$ cat config.mk
export PLATFORM = sky130hd
export DESIGN_NAME = immediate_pipe
export DESIGN_NICKNAME = d
export VERILOG_FILES = /design/src/rtl/immediate_pipe.sv
export SDC_FILE = /design/constraint.sdc
export NUM_CORES = 1
export LEC_CHECK = 0
export CAP_MARGIN = 20
export CORE_ASPECT_RATIO = 1.5
export CORE_MARGIN = 2
export CORE_UTILIZATION = 42
export DETAILED_ROUTE_END_ITERATION = 16
export PLACE_DENSITY = 0.64
export RECOVER_POWER = 100
export SYNTH_ARGS = -nofsm -noshare
export SYNTH_HDL_FRONTEND = slang
export SYNTH_SLANG_ARGS = --single-unit
export TNS_END_PERCENT = 50
$ cat constraint.sdc
create_clock -name I_clk -period 3 [get_ports I_clk]
set_input_delay 0.45 -clock I_clk [delete_from_list [all_inputs] [get_ports I_clk]]
set_output_delay 0.45 -clock I_clk [all_outputs]
set_load 0.03 [all_outputs]
$ cat src/rtl/immediate_pipe.sv
// immediate_pipe: multi-lane RISC-V immediate generator feeding a two-entry (OUT + SKID) output stage.
// Define IMMGEN_ZTYPE_EN to decode select 5 as the CSR zimm; without it select 5 is flagged illegal.
module immediate_pipe #(
  parameter int LANES = 1,
  parameter int XLEN  = 32,
  parameter int TAG_W = 4
) (
  input  logic                    I_clk,
  input  logic                    I_rstn,
  input  logic                    I_flush,
  input  logic                    I_valid,
  output logic                    O_ready,
  input  logic [3*LANES-1:0]      I_immsel,
  input  logic [32*LANES-1:0]     I_data,
  input  logic [TAG_W-1:0]        I_tag,
  output logic                    O_valid,
  input  logic                    I_ready,
  output logic [XLEN*LANES-1:0]   O_data,
  output logic [LANES-1:0]        O_illegal,
  output logic [TAG_W-1:0]        O_tag,
  output logic [1:0]              O_state
);

  typedef enum logic [1:0] {
    ST_EMPTY = 2'd0,
    ST_ONE   = 2'd1,
    ST_FULL  = 2'd2
  } state_t;

  localparam logic [2:0] IMM_ITYPE = 3'd0;
  localparam logic [2:0] IMM_STYPE = 3'd1;
  localparam logic [2:0] IMM_BTYPE = 3'd2;
  localparam logic [2:0] IMM_UTYPE = 3'd3;
  localparam logic [2:0] IMM_JTYPE = 3'd4;
`ifdef IMMGEN_ZTYPE_EN
  localparam logic [2:0] IMM_ZTYPE = 3'd5;
`endif

  // Returns {illegal, immediate}; unsupported selects yield a zero immediate.
  function automatic logic [XLEN:0] gen_imm(input logic [31:0] inst, input logic [2:0] sel);
    logic [XLEN-1:0] sx;
    logic [XLEN:0]   r;
    sx = {XLEN{inst[31]}};
    r  = '0;
    case (sel)
      IMM_ITYPE: r = {1'b0, sx[XLEN-1:12], inst[31:20]};
      IMM_STYPE: r = {1'b0, sx[XLEN-1:12], inst[31:25], inst[11:7]};
      IMM_BTYPE: r = {1'b0, sx[XLEN-1:13], inst[31], inst[7], inst[30:25], inst[11:8], 1'b0};
      IMM_UTYPE: begin
        r       = {1'b0, sx};
        r[31:0] = {inst[31:12], 12'b0};
      end
      IMM_JTYPE: r = {1'b0, sx[XLEN-1:21], inst[31], inst[19:12], inst[20], inst[30:21], 1'b0};
`ifdef IMMGEN_ZTYPE_EN
      IMM_ZTYPE: r = {1'b0, {(XLEN-5){1'b0}}, inst[19:15]};
`endif
      default:   r = {1'b1, {XLEN{1'b0}}};
    endcase
    return r;
  endfunction

  logic [XLEN*LANES-1:0] dec_data;
  logic [LANES-1:0]      dec_ill;

  always_comb begin
    dec_data = '0;
    dec_ill  = '0;
    for (int k = 0; k < LANES; k++) begin
      {dec_ill[k], dec_data[XLEN*k +: XLEN]} = gen_imm(I_data[32*k +: 32], I_immsel[3*k +: 3]);
    end
  end

  state_t                state;
  logic                  ready_q;
  logic                  out_v;
  logic [XLEN*LANES-1:0] out_data;
  logic [LANES-1:0]      out_ill;
  logic [TAG_W-1:0]      out_tag;
  logic                  skid_v;
  logic [XLEN*LANES-1:0] skid_data;
  logic [LANES-1:0]      skid_ill;
  logic [TAG_W-1:0]      skid_tag;

  // Handshake: a beat moves on an edge where its valid and the matching ready are both high;
  // valid never waits on ready, and O_ready comes only from registered state.
  logic acc;
  logic drn;
  assign acc = I_valid & ready_q;
  assign drn = out_v & I_ready;

  always_ff @(posedge I_clk or negedge I_rstn) begin
    if (!I_rstn) begin
      state     <= ST_EMPTY;
      ready_q   <= 1'b0;
      out_v     <= 1'b0;
      out_data  <= '0;
      out_ill   <= '0;
      out_tag   <= '0;
      skid_v    <= 1'b0;
      skid_data <= '0;
      skid_ill  <= '0;
      skid_tag  <= '0;
    end else if (I_flush) begin
      state   <= ST_EMPTY;
      ready_q <= 1'b1;
      out_v   <= 1'b0;
      skid_v  <= 1'b0;
    end else begin
      ready_q <= 1'b1;
      case (state)
        ST_EMPTY: begin
          if (acc) begin
            out_data <= dec_data;
            out_ill  <= dec_ill;
            out_tag  <= I_tag;
            out_v    <= 1'b1;
            state    <= ST_ONE;
          end
        end
        ST_ONE: begin
          if (acc && !drn) begin
            skid_data <= dec_data;
            skid_ill  <= dec_ill;
            skid_tag  <= I_tag;
            skid_v    <= 1'b1;
            state     <= ST_FULL;
            ready_q   <= 1'b0;
          end else if (acc) begin
            out_data <= dec_data;
            out_ill  <= dec_ill;
            out_tag  <= I_tag;
          end else if (drn) begin
            out_v <= 1'b0;
            state <= ST_EMPTY;
          end
        end
        ST_FULL: begin
          if (drn) begin
            out_data <= skid_data;
            out_ill  <= skid_ill;
            out_tag  <= skid_tag;
            out_v    <= skid_v;
            skid_v   <= 1'b0;
            state    <= ST_ONE;
          end else begin
            ready_q <= 1'b0;
          end
        end
        default: begin
          state  <= ST_EMPTY;
          out_v  <= 1'b0;
          skid_v <= 1'b0;
        end
      endcase
    end
  end

  assign O_ready   = ready_q;
  assign O_valid   = out_v;
  assign O_data    = out_data;
  assign O_illegal = out_ill;
  assign O_tag     = out_tag;
  assign O_state   = state;

endmodule

==> summary.txt, run 1 <==
Yosys
  – Mapped Avg Cell Area: 9.59 µm²
  – Net count after synthesis: 482
  – Yosys cell types: 50
  – YS warnings: 0
  – #FFs+latches synth: 79
  – Synthesized instance count: 433
  – EDFF count, synth: 0
  – Async set-reset flop share out of synthesis: 100%
  – Top_reg_cell synth: dfrtp_1
  – Register area share after synthesis: 47.6%
  – Cell Area, Synth: 4150 µm²

Global route
  – Initial antenna violation count: 0
  – Largest net degree at the start of global routing: 80
  – Total congestion overflow: 0
  – Vias in the first global route: 3422
  – First-pass GRT wire length: 16900 µm
  – Overall Global Routing Usage: 19.4%

Timing
  – Endpoints failing setup: 0
  – Fin. Hold Viols: 0
  – Clk_skew: 0.00732 ns
  – Setup TNS: 0 ns
  – Final setup margin: 0.566 ns
  – Final period utilization: 81.1%
  – F_max: 0.411 GHz
  – Final slew viol count: 0
  – Clock period minus worst slack: 2.43 ns
  – Max_slew headroom: 36.5%
  – Worst Tran Pin Value: 0.952 ns
  – Unrepaired setup endpoints after global routing: no

Floorplanning
  – Row count: 44
  – Initial core utilization: 43.1%
  – Core area: 9630 µm²
  – Width of the die: 85.2 µm
  – # IOs: 85
  – Die height: 126 µm
  – Die ar.: 10700 µm²

Place
  – Pre-CTS WS: 0.474 ns
  – Hpwl dp: 6660 µm
  – Placed Cells incl. Taps: 596
  – PortBufs: 77
  – Routability congestion estimate: 0.804

Critical path
  – Crit path DAT: 2.65 ns
  – Reg-to-reg setup timing slack: 0.57 ns
  – Largest stage delay, worst path: 0.58 ns
  – Critical Path Slowest Stage Cell: clkbuf_2
  – CP Max Fanout: 36
  – Kind of critical path: flip-flop to flip-flop
  – Startpoint types: flip-flop
  – Critical path capture point type: flip-flop
  – Critical Path, Cell by Cell: inv_1 -> ha_2 -> clkbuf_2 -> nor2_1 -> a31oi_1 -> a22o_1
  – WP data required: 3.21 ns

Routing
  – Residual DRC: 0
  – Initial DRC count: 193
  – Vias per Instance: 5.68
  – DR WL/cell: 16.3 µm
  – Vias post-DR: 3476
  – DRT Pass-1 Iters: 5
  – Antenna Nets Post-Route: 0
  – Routed WL: 9960 µm

Power and ir drop
  – LEAKAGE: 2.25 nW
  – P_sw: 1.79 mW
  – Internal Power: 2.87 mW
  – Clk pwr share: 21.4%
  – PD cells: 893 nW/µm²
  – Reg power frac: 37.9%
  – Comb power frac: 40.7%
  – Tot Pwr: 4.66 mW
  – VDD IR-drop max: 0.000563 V
  – Net Sw Frac: 38.5%

Clocking
  – Worst-Skew Late Latency: 0.33 ns
  – Post-CTS Resized: 0
  – H-tree levels: 3
  – Total CTS buffers: 9
  – Postcts setup bufs: 0
  – Clock Tree Buf Depth: 2
  – TritonCTS clock tree: done
  – Clk root buf: clkbuf_16
  – Clock net sink count: 79
  – Hold buffers post-CTS: 0
  – Reg clk slew, reported paths: 0.06 ns

Hold path
  – Min-delay worst type: flip-flop to flip-flop

Outcome
  – Status: finished, final reports clean

Final layout
  – # diodes: 0
  – Fillers: 870
  – Layout cells sized above 1: 8.85%
  – Final #Nets: 543
  – Area added between synthesis and finish: 25.7%
  – Sequential cell area: 1980 µm²
  – Layout Cells excl Fill: 612
  – Layout Utilization: 54.2%
  – Multi-input logic area: 1930 µm²

Run
  – MaxCap Viol Count: 0
cells in the final DEF, fill, tap and decap left out, drive strengths merged, types with 4 or more instances in the layout:
| cell type | synthesis | routed |
|---|---|---|
| nand3b | 4 | 4 |
| o22a | 8 | 8 |
| o21ai | 46 | 46 |
| mux2i | 11 | 11 |
| mux2 | 5 | 5 |
| o31ai | 17 | 17 |
| a22o | 10 | 10 |
| buf | 22 | 7 |
| a21oi | 32 | 32 |
| dlygate4sd3 | 0 | 45 |
| clkbuf | 15 | 16 |
| nor2 | 18 | 18 |
| ha | 5 | 5 |
| and2 | 4 | 4 |
| a211oi | 12 | 12 |
| nor2b | 6 | 6 |
| nand2b | 10 | 10 |
| clkdlybuf4s50 | 0 | 32 |
| o211ai | 9 | 9 |
| dfrtp | 79 | 79 |
| nand4 | 9 | 9 |
| inv | 5 | 5 |
| nand2 | 80 | 80 |
| a31oi | 5 | 5 |
cells in the mapped netlist, types with 4 or more instances:
master    instances  share of area (%)
a31oi_1           5               0.75
nand3b_1          4               0.72
ha_1              5                1.5
nor2b_1           5               0.75
inv_1             4               0.36
buf_2            15                1.8
nand4_1           9                1.4
a22o_1           10                2.1
o22a_1            8                1.7
o211ai_1          8                1.4
clkbuf_1         15                1.4
nand2_1          80                7.2
nand2b_1         10                1.5
dfrtp_1          79                 48
a211oi_2          9                2.7
and2_1            4               0.60
mux2i_1          11                2.7
a21oi_1          32                3.9
o21ai_0          45                5.4
mux2_2            5                1.4
nor2_1           16                1.4
o31ai_1           8                1.4
o31ai_2           9                2.7
area by class of cell:
type | instances | area share [%]
clock buffers | 13 | 4.98
clock inverters | 1 | 0.0959
inverters | 5 | 0.359
multi-input cells | 312 | 37.0
flip-flops and latches | 79 | 37.9
well taps | 115 | 2.76
repair buffers | 87 | 16.9
registers in the layout, indices dropped and copies added (netlist names):
name / flops
O_illegal: 1
skid_data: 32
O_tag: 4
O_ready: 1
O_state: 2
O_valid: 1
skid_ill: 1
skid_tag: 4
O_data: 32
skid_v: 1
kinds of logic (layout without fill, tap and decap cells):
kind of cell    after synthesis  in the layout  share of synthesized area, %
buf+inv                      42            106                          5.06
flops                        79             79                          47.6
mux                          16             16                          4.01
xor+xnor                      1              1                         0.211
fa+ha+maj                     6              6                          1.78
simple gates                140            140                          15.9
compound gates              149            149                          25.4
power by group through the flow:
| stage | clock, mW | sequential [mW] | combinational (mW) |
|---|---|---|---|
| after CTS | 1.02 | 1.78 | 2.01 |
| after global placement | 0 | 1.78 | 1.97 |
| after floorplan | 0 | 2.18 | 0.861 |
| after global routing | 1.07 | 1.82 | 2.08 |
| final | 0.998 | 1.77 | 1.90 |
| after detailed placement | 0 | 1.80 | 2.01 |
critical path, delay by kind of cell, from the launching register on:
| family | cells | cell delay, ns |
|---|---|---|
| AND/OR/NAND/NOR | 1 | 0.51 |
| flip-flops | 1 | 0.46 |
| adder cells (fa/ha/maj) | 1 | 0.29 |
| buffers and inverters | 2 | 0.68 |
| AO/OA/AOI/OAI | 2 | 0.37 |
worst paths after layout:
kind                                        startpoint                     end  cells after the start
worst min-delay path             O_data[8]$_DFFE_PN0P_   O_data[8]$_DFFE_PN0P_                      2
min in group asynchronous                       I_rstn  O_data[10]$_DFFE_PN0P_                      2
max in group asynchronous                       I_rstn    O_tag[1]$_DFFE_PN0P_                      3
worst max-delay path            O_state[0]$_DFFE_PN0P_   O_data[3]$_DFFE_PN0P_                      6
worst min register to register   O_data[8]$_DFFE_PN0P_   O_data[8]$_DFFE_PN0P_                      2
worst max register to register  O_state[0]$_DFFE_PN0P_   O_data[3]$_DFFE_PN0P_                      6
metal layers:
metal  part of all wire, %  vias up  GRT usage [%]  wire length (µm)
met2                    50       92           31.3              4990
met5                     0        -              0                 0
met1                    44     1705           25.8              4430
li1                      -     1669              -                 -
met4                   1.3        0           7.56               128
met3                   4.2       10           3.60               415
stage by stage:
stage                     hold slack, ns  cell area [µm²]
final                              0.470             5220
after global routing               0.500             5220
after CTS                          0.337             5240
after detailed placement           0.461             4970
after global placement             0.457             4970
after floorplan                    0.154             4150
Note: power is estimated with default switching activity, not from simulation.
==> run 2, diff against run 1 <==
Settings changed: PLACE_DENSITY 0.64 to 0.67.
Clock period 3 ns to 2.1 ns, I/O delays scaled along.
==> summary.txt, run 2 (synthesis results as in run 1) <==
Global route
  – Overall Global Routing Usage: 19.5% (+0.068 points)
  – Largest net degree at the start of global routing: 45 (-44%)
  – First-pass GRT wire length: 17000 µm (+0.61%)
  – Initial antenna violation count: 0 (unchanged)
  – Total congestion overflow: 0 (unchanged)
  – Vias in the first global route: 3549 (+3.7%)

Place
  – Hpwl dp: 7120 µm (+6.8%)
  – Routability congestion estimate: 0.841 (+4.6%)
  – PortBufs: 77 (unchanged)
  – Placed Cells incl. Taps: 614 (+3.0%)

Routing
  – DRT Pass-1 Iters: 4 (-1)
  – Routed WL: 10300 µm (+3.0%)
  – Vias per Instance: 5.59 (-1.6%)
  – Residual DRC: 0 (unchanged)
  – DR WL/cell: 16.2 µm (-0.31%)
  – Vias post-DR: 3533 (+1.6%)
  – Antenna Nets Post-Route: 0 (unchanged)
  – Initial DRC count: 194 (+0.52%)

Timing
  – Max_slew headroom: 37.0% (+0.47 points)
  – Fin. Hold Viols: 0 (unchanged)
  – Endpoints failing setup: 0 (unchanged)
  – Worst Tran Pin Value: 0.945 ns (-0.00712 ns)
  – Final slew viol count: 0 (unchanged)
  – Setup TNS: 0 ns (unchanged)
  – Unrepaired setup endpoints after global routing: no
  – F_max: 0.511 GHz (+24%)
  – Clock period minus worst slack: 1.96 ns (-0.477 ns)
  – Final period utilization: 93.2% (+12 points)
  – Clk_skew: 0.00416 ns (-0.00316 ns)

Run
  – MaxCap Viol Count: 0 (unchanged)

Floorplanning
  – Row count: 44 (unchanged)
  – # IOs: 85 (unchanged)
  – Die ar.: 10700 µm² (unchanged)
  – Core area: 9630 µm² (unchanged)
  – Width of the die: 85.2 µm (unchanged)
  – Die height: 126 µm (unchanged)
  – Initial core utilization: 43.1% (unchanged)

Clocking
  – Clock Tree Buf Depth: 2 (unchanged)
  – Worst-Skew Late Latency: 0.33 ns (about the same)
  – Reg clk slew, reported paths: 0.06 ns (about the same)
  – TritonCTS clock tree: done
  – Clock net sink count: 79 (unchanged)
  – H-tree levels: 3 (unchanged)
  – Total CTS buffers: 9 (unchanged)
  – Post-CTS Resized: 0 (unchanged)
  – Clk root buf: clkbuf_16

Power and ir drop
  – Internal Power: 4.48 mW (+56%)
  – VDD IR-drop max: 0.000840 V (+49%)
  – PD cells: 1300 nW/µm² (+46%)
  – Clk pwr share: 25.2% (+3.8 points)
  – P_sw: 2.63 mW (+46%)
  – Comb power frac: 39.3% (-1.4 points)
  – LEAKAGE: 2.38 nW (+5.5%)
  – Tot Pwr: 7.11 mW (+53%)
  – Net Sw Frac: 36.9% (-1.6 points)
  – Reg power frac: 35.5% (-2.4 points)

Critical path
  – WP data required: 2.31 ns (-0.90 ns)
  – Critical Path Slowest Stage Cell: dfrtp_1
  – Largest stage delay, worst path: 0.43 ns (-0.15 ns)
  – Critical path capture point type: flip-flop
  – Kind of critical path: flip-flop to flip-flop
  – Crit path DAT: 2.17 ns (-0.48 ns)
  – CP Max Fanout: 10 (-72%)
  – Startpoint types: flip-flop
  – Critical Path, Cell by Cell: inv_1 -> ha_1 -> nor2b_1 -> nand3_2 -> clkbuf_2 -> a22o_1

Hold path
  – Min-delay worst type: flip-flop to flip-flop

Final layout
  – Layout Utilization: 56.7% (+2.5 points)
  – Final #Nets: 561 (+3.3%)
  – Most frequent cells in the layout: nand2_1 (80), dfrtp_1 (79), o21ai_0 (45)
  – Area added between synthesis and finish: 31.5%
  – # diodes: 0 (unchanged)
  – Layout Cells excl Fill: 632 (+3.3%)
  – Leading cell type in the layout, fill and taps excluded: nand2_1
  – Layout cells sized above 1: 13.7% (+4.9 points)

Outcome
  – Status: finished, final reports clean
[run 2: changes by cell type in the layout (fill, tap and decap cells not counted), sizes merged]
cell           delta
dlygate4sd3       -3
clkinvlp          +1
bufinv            +3
buf              +15
clkdlybuf4s50     +3
clkinv            +1
[run 2: stage by stage]
| stage | worst slack [ns] | hold WS [ns] | area [µm²] |
|---|---|---|---|
| finish | 0.142 | 0.473 | 5460 |
| global route | 0.0135 | 0.495 | 5460 |
| CTS | 0.0514 | 0.476 | 5490 |
| detailed placement | 0.0430 | 0.309 | 5130 |
| global placement | 0.0847 | 0.312 | 5130 |
| floorplan | 0.117 | 0.0194 | 4150 |
[run 2: what timing repair did]
item,4_1_cts,5_1_grt
setup endpoints to repair,0,22
hold buffers,1,0
buffers inserted,0,1
endpoints found under the hold margin,35,0
[run 2: area by class of cell]
type | instances | area [µm²]
fillers | 855 | 4170
inverters | 5 | 18.8
well taps | 115 | 144
flip-flops and latches | 79 | 1980
clock inverters | 6 | 108
multi-input cells | 312 | 1970
clock buffers | 10 | 239
repair buffers | 105 | 1000
[run 2: worst paths after layout]
check / end / slack, ns / from / cells past startpoint
worst max register to register: skid_data[10]$_DFFE_PN0P_ / 0.14 / O_state[1]$_DFFE_PN0P_ / 6
worst max-delay path: skid_data[10]$_DFFE_PN0P_ / 0.14 / O_state[1]$_DFFE_PN0P_ / 6
worst min register to register: O_data[9]$_DFFE_PN0P_ / 0.47 / O_data[9]$_DFFE_PN0P_ / 2
worst min-delay path: O_data[9]$_DFFE_PN0P_ / 0.47 / O_data[9]$_DFFE_PN0P_ / 2
min in group asynchronous: O_data[9]$_DFFE_PN0P_ / 0.66 / I_rstn / 2
max in group asynchronous: skid_tag[1]$_DFFE_PN0P_ / 0.69 / I_rstn / 3
[run 2: metal layers]
metal | share of wire, % | wire (µm) | vias to the layer above | GRT usage [%]
li1 | - | - | 1702 | -
met1 | 44 | 4520 | 1734 | 25.9
met2 | 51 | 5240 | 91 | 32.1
met3 | 3.9 | 399 | 6 | 3.15
met4 | 0.89 | 91 | 0 | 6.91
met5 | 0 | 0 | - | 0
[run 2: critical path: cells and delay by family (launching register included)]
family | cells | cell delay, ns
compound gates | 1 | 0.26
flops | 1 | 0.43
buf+inv | 2 | 0.35
fa+ha+maj | 1 | 0.32
simple gates | 2 | 0.47
[run 2: power groups by stage]
stage          combinational, mW  clock [mW]  sequential (mW)
6_report                    2.79        1.79             2.52
5_1_grt                     3.06        1.88             2.60
4_1_cts                     2.96        1.82             2.54
3_5_place_dp                2.95           0             2.56
3_3_place_gp                2.88           0             2.54
2_1_floorplan               1.23           0             3.12
==> run 3, diff against run 2 <==
Settings changed: SLEW_MARGIN set to 20.
==> results of run 3 <==
The final DEF is identical to that of run 2; final timing and power are the same.
